`config.mk`:
```
export PLATFORM = sky130hd
export DESIGN_NAME = s_top_uart_tx
export DESIGN_NICKNAME = d
export VERILOG_FILES = /design/src/rtl/s_top_uart_tx.sv
export SDC_FILE = /design/constraint.sdc
export NUM_CORES = 1
export LEC_CHECK = 0
export ABC_AREA = 0
export BUFFER_PORTS_ARGS = -buffer_cell sky130_fd_sc_hd__buf_2
export CORE_MARGIN = 3
export CORE_UTILIZATION = 35
export DETAILED_ROUTE_END_ITERATION = 8
export SLEW_MARGIN = 20
export SYNTH_ARGS = -nofsm -noshare
export SYNTH_HDL_FRONTEND = slang
export SYNTH_SLANG_ARGS = --single-unit
```
`constraint.sdc`:
```
create_clock -name clk -period 6.6 [get_ports clk]
set_clock_uncertainty 0.15 [all_clocks]
set_input_delay 0.66 -clock clk [delete_from_list [all_inputs] [get_ports clk]]
set_output_delay 0.66 -clock clk [all_outputs]
set_load 0.01 [all_outputs]
```
`src/rtl/s_top_uart_tx.sv`:
```
// 64-bit word UART transmitter: eight 8N1 (or 8-parity-1) frames, MSB byte first, LSB bit first.
// A sticky completion flag blocks re-sending the same word until the host acknowledges it.
module s_top_uart_tx #(
    parameter int unsigned CLKS_PER_BIT = 434
) (
    input  logic        clk,
    input  logic        rst_m,
    input  logic        parity_en,
    input  logic        parity_kind,
    input  logic        read,
    input  logic [63:0] data,
    input  logic        txd_en,
    output logic        txd,
    output logic        ft
);

    localparam int unsigned CNT_W = $clog2(CLKS_PER_BIT);
    localparam logic [CNT_W-1:0] BAUD_LAST = CNT_W'(CLKS_PER_BIT - 1);

    typedef enum logic [2:0] {
        S_IDLE,
        S_START,
        S_DATA,
        S_PARITY,
        S_STOP,
        S_GAP
    } state_e;

    state_e           state_q;
    logic [CNT_W-1:0] baud_q;
    logic [2:0]       bit_idx_q;
    logic [2:0]       byte_idx_q;
    logic [63:0]      word_q;
    logic [7:0]       shift_q;
    logic             par_en_q;
    logic             par_bit_q;
    logic             txd_q;
    logic             ft_q;

    logic             baud_done_c;
    logic             launch_c;
    logic [7:0]       next_byte_c;

    assign baud_done_c = (baud_q == BAUD_LAST);

    // Byte to load when a frame launches; in STOP the word has not yet been shifted.
    always_comb begin
        next_byte_c = word_q[63:56];
        if (state_q == S_IDLE) begin
            next_byte_c = data[63:56];
        end else if (state_q == S_STOP) begin
            next_byte_c = word_q[55:48];
        end
    end

    always_comb begin
        launch_c = 1'b0;
        case (state_q)
            S_IDLE:  launch_c = txd_en && !ft_q;
            S_GAP:   launch_c = txd_en;
            S_STOP:  launch_c = baud_done_c && (byte_idx_q != 3'd7) && txd_en;
            default: launch_c = 1'b0;
        endcase
    end

    always_ff @(posedge clk or negedge rst_m) begin
        if (!rst_m) begin
            state_q    <= S_IDLE;
            baud_q     <= '0;
            bit_idx_q  <= '0;
            byte_idx_q <= '0;
            word_q     <= '0;
            shift_q    <= '0;
            par_en_q   <= 1'b0;
            par_bit_q  <= 1'b0;
            txd_q      <= 1'b1;
            ft_q       <= 1'b0;
        end else begin
            // Host acknowledge; a completion in the same cycle overrides this below.
            if (read) begin
                ft_q <= 1'b0;
            end

            case (state_q)
                S_IDLE: begin
                    txd_q  <= 1'b1;
                    baud_q <= '0;
                    if (launch_c) begin
                        word_q     <= data;
                        byte_idx_q <= '0;
                    end
                end

                S_START: begin
                    if (baud_done_c) begin
                        baud_q    <= '0;
                        bit_idx_q <= '0;
                        txd_q     <= shift_q[0];
                        state_q   <= S_DATA;
                    end else begin
                        baud_q <= baud_q + 1'b1;
                    end
                end

                S_DATA: begin
                    if (baud_done_c) begin
                        baud_q <= '0;
                        if (bit_idx_q == 3'd7) begin
                            if (par_en_q) begin
                                txd_q   <= par_bit_q;
                                state_q <= S_PARITY;
                            end else begin
                                txd_q   <= 1'b1;
                                state_q <= S_STOP;
                            end
                        end else begin
                            shift_q   <= {1'b0, shift_q[7:1]};
                            txd_q     <= shift_q[1];
                            bit_idx_q <= bit_idx_q + 3'd1;
                        end
                    end else begin
                        baud_q <= baud_q + 1'b1;
                    end
                end

                S_PARITY: begin
                    if (baud_done_c) begin
                        baud_q  <= '0;
                        txd_q   <= 1'b1;
                        state_q <= S_STOP;
                    end else begin
                        baud_q <= baud_q + 1'b1;
                    end
                end

                S_STOP: begin
                    if (baud_done_c) begin
                        baud_q <= '0;
                        if (byte_idx_q == 3'd7) begin
                            ft_q    <= 1'b1;
                            state_q <= S_IDLE;
                        end else begin
                            byte_idx_q <= byte_idx_q + 3'd1;
                            word_q     <= {word_q[55:0], 8'h00};
                            state_q    <= S_GAP;
                        end
                    end else begin
                        baud_q <= baud_q + 1'b1;
                    end
                end

                S_GAP: begin
                    txd_q  <= 1'b1;
                    baud_q <= '0;
                end

                default: begin
                    txd_q   <= 1'b1;
                    state_q <= S_IDLE;
                end
            endcase

            // Frame launch: start bit plus per-frame parity settings, sampled here.
            if (launch_c) begin
                state_q   <= S_START;
                txd_q     <= 1'b0;
                baud_q    <= '0;
                bit_idx_q <= '0;
                shift_q   <= next_byte_c;
                par_en_q  <= parity_en;
                par_bit_q <= (^next_byte_c) ^ parity_kind;
            end
        end
    end

    assign txd = txd_q;
    assign ft  = ft_q;

endmodule

```
==> flow_summary_export.csv <==
group,metric,value,unit
pwr,ir_worst_vdd,110,uV
clock_network,root_buffer,"clkbuf_16",
pwr,comb_power_share,3.3,%
routing,drtIter0Drc,212,
synthesis,ys.flop_type,"dfrtp_1",
critical_path,reg2regPathDepth,6,
outcome,status,"completed",
sta,setup-violations-final,0,
global_route,grt_max_degree,135,
clock_network,cts_tree,"yes",
sta,fin_crit_sh,43.9,%
sta,period_needed,2.90,ns
clock_network,post_cts_resized,0,
clock_network,post_cts_buffers,0,
cells_and_area,n_antenna_cell,0,
critical_path,critPathKind,"reg2reg",
clock_network,clk_transition_reported_paths,0.07,ns
sta,worst_slew_pin_slew,1.02,ns
flow_run,maxCapViolCount,0,
cells_and_area,nets,617,
critical_path,crit_path_end_kind,"flip-flop",
synthesis,synthArstFlopShare,100,%
synthesis,synth-edff-count,0,
global_route,grt_remaining_overflow,0,
routing,first_pass_iters,4,
cells_and_area,layoutNonFillerInstCount,721,
routing,num_vias,3541,
pwr,power.net_switching,0.245,mW
pwr,swShare,22.4,%
synthesis,ys_seq_area_share,48.2,%
critical_path,cp_data_arrival_time,2.99,ns
hold_path,holdCritPathClass,"in2async",
clock_network,cts_sinks,94,
synthesis,ys.warnings.count,0,
floorplan,dieArea,15400,um^2
place,io_buffers,71,
synthesis,ys_seq_elements,94,
sta,fmax,345,MHz
synthesis,syn_inst,489,
floorplan,fp.dieH,124,um
global_route,grt_pass1_wl,17.6,mm
routing,drt-total-wl,10.7,mm
routing,antenna_left,0,
synthesis,syn_nets,565,
global_route,antenna_found_initial,1,
cells_and_area,seq_area,2350,um^2
cells_and_area,final_layout_size_suffix_gt1_share,19.6,%
critical_path,rrSetupSlack,3.70,ns
routing,drc,0,
floorplan,ios,72,
sta,tns,0,ns
routing,routed_via_density,4.91,
critical_path,startpoint_type,"flip-flop",
pwr,intPower,0.846,mW
clock_network,htree_levels,3,
pwr,pwr_density_cell,195,nW/um^2
floorplan,start_util,36.3,%
sta,slew_headroom,31.7,%
place,hpwl,7.27,mm
clock_network,hold_buffers,0,
floorplan,die_w,124,um
pwr,p_leak,2.82,nW
pwr,p_seq_share,52.8,%
clock_network,cts_buffers,9,
floorplan,rows,42,
sta,slew_viol_final,0,
critical_path,r2r_end,"par_bit_q$_DFFE_PN0P_",
critical_path,cp_max_fo,32,
synthesis,yosysUniqueCellTypes,52,
place,placed_area,5330,um^2
place,dpl.cell_count,706,
cells_and_area,n_fill_cell,1334,
place,globalplace.congestion,0.768,
synthesis,synth_top_area_share,47.7,%
cells_and_area,multiInputGateArea,2350,um^2
floorplan,design.core.area,13500,um^2
global_route,grt_pass1_vias,3571,
synthesis,syn_area,4880,um^2
clock_network,insertion_delay,0.35,ns
routing,post_drt_wl_per_cell,14.8,um
sta,finalHoldViolCount,0,
synthesis,synth_area_per_cell,9.98,um^2
cells_and_area,final_area,5600,um^2
critical_path,reg2reg_from,"state_q[2]$_DFFE_PN0P_",
critical_path,cp.required,6.69,ns
global_route,grtUsageTotal,14.9,%
pwr,p_clk_share,43.9,%
sta,rsz0062_at_grt,"no",
synthesis,synth_largest_area_cell,"dfrtp_1",
cells_and_area,syn_to_final_growth,14.7,%
clock_network,clockBufferDepth,2,
synthesis,synth_area_leaders,"dfrtp_1 (48%), mux2i_1 (16%), o21ai_0 (8.1%)",
-- cell type report --
cell class                      count  share of cell area (%)
Clock inverter                      5                   0.626
Tap cell                          176                    3.93
Multi-Input combinational cell    356                    42.0
Sequential cell                    94                    42.1
Timing Repair Buffer               74                    6.86
Inverter                            6                   0.402
Clock buffer                       10                    4.09
-- registers in the layout, summed over array words and instances, names as in the netlist --
register,count
state_q,3
txd,1
par_en_q,1
par_bit_q,1
ft,1
word_q,64
shift_q,8
bit_idx_q,3
byte_idx_q,3
baud_q,9
-- power by group through the flow --
stage | registers [mW] | logic (mW) | clock network, mW
final | 0.576 | 0.0364 | 0.479
after global routing | 0.575 | 0.0415 | 0.516
after CTS | 0.576 | 0.0378 | 0.491
after detailed placement | 0.587 | 0.0376 | 0
after global placement | 0.587 | 0.0377 | 0
after floorplan | 0.587 | 0.00188 | 0
-- layout by cell type (no fill, tap or decap), types with 2 or more instances in the layout --
cell / count
mux2_2: 8
nor2b_1: 2
o21ai_0: 79
nand3_1: 7
buf_2: 70
ha_1: 6
nor3_1: 5
and2_1: 3
nand3b_1: 2
mux2i_2: 2
xnor2_1: 5
buf_4: 3
a21oi_1: 8
dfrtp_1: 93
nand2_1: 89
a22o_1: 2
inv_1: 6
a22oi_1: 2
o31ai_1: 3
nand2b_1: 4
or4_1: 2
nor2_1: 19
mux2i_1: 78
o22ai_1: 2
clkbuf_16: 9
clkinv_2: 2
-- critical path: stages (launching register included) --
cell and delay, ns:
dfrtp_1 1.02, mux2_2 0.42, mux2i_1 0.26, xnor2_1 0.20, xnor3_1 0.36, xnor2_1 0.13, mux2_4 0.25
-- kinds of logic (layout without fill, tap and decap cells) --
logic type,after synthesis,after routing,share of synthesized area [%]
buffers and inverters,39,95,3.95
multiplexers,90,90,19.0
flip-flops,94,94,48.2
AND/OR/NAND/NOR,143,143,13.3
adder cells (fa/ha/maj),6,6,1.54
AO/OA/AOI/OAI,110,110,12.5
XOR/XNOR,7,7,1.54
-- worst max path at each step --
stage | slack [ns] | end | depth (start not counted) | start
after floorplan | 4.33 | par_bit_q$_DFFE_PN0P_ | 6 | data[63]
after global placement | 3.76 | word_q[61]$_DFFE_PN0P_ | 5 | state_q[2]$_DFFE_PN0P_
after detailed placement | 3.61 | word_q[21]$_DFFE_PN0P_ | 5 | state_q[2]$_DFFE_PN0P_
after CTS | 3.60 | word_q[21]$_DFFE_PN0P_ | 5 | state_q[2]$_DFFE_PN0P_
after global routing | 3.54 | par_en_q$_DFFE_PN0P_ | 3 | state_q[2]$_DFFE_PN0P_
final | 3.70 | par_bit_q$_DFFE_PN0P_ | 6 | state_q[2]$_DFFE_PN0P_
-- synthesized netlist by cell type (3+ instances only) --
cell type and count:
nor2_1 19, mux2_2 8, clkbuf_1 13, inv_1 6, dfrtp_1 93, mux2i_1 78, and2_1 4, o21ai_0 79
buf_2 13, a21oi_1 8, nand2b_1 4, ha_1 6, xnor2_1 5, buf_4 6, nand3_1 7, o31ai_1 3
nand2_1 89, nor3_1 5
-- metrics by stage --
stage / power [mW] / hold slack, ns / util [%] / setup slack, ns
after detailed placement: 0.624 / 0.315 / 39.6 / 3.61
final: 1.09 / 0.0718 / 41.6 / 3.70
after CTS: 1.10 / 0.0773 / 41.6 / 3.60
after floorplan: 0.589 / 0.214 / - / 4.33
after global placement: 0.625 / 0.307 / 39.6 / 3.76
after global routing: 1.13 / 0.0949 / 41.6 / 3.54
-- routing by layer --
| metal | part of all wire (%) | GRT usage [%] | routed length [um] | vias to the layer above |
|---|---|---|---|---|
| met2 | 45 | 22.4 | 4820 | 71 |
| met4 | 1.1 | 4.93 | 117 | 2 |
| li1 | - | - | - | 1812 |
| met3 | 4.8 | 4.54 | 512 | 10 |
| met1 | 49 | 20.5 | 5230 | 1646 |
| met5 | 0.12 | 0 | 13 | - |
No activity file was read; power rests on OpenSTA's default activity.
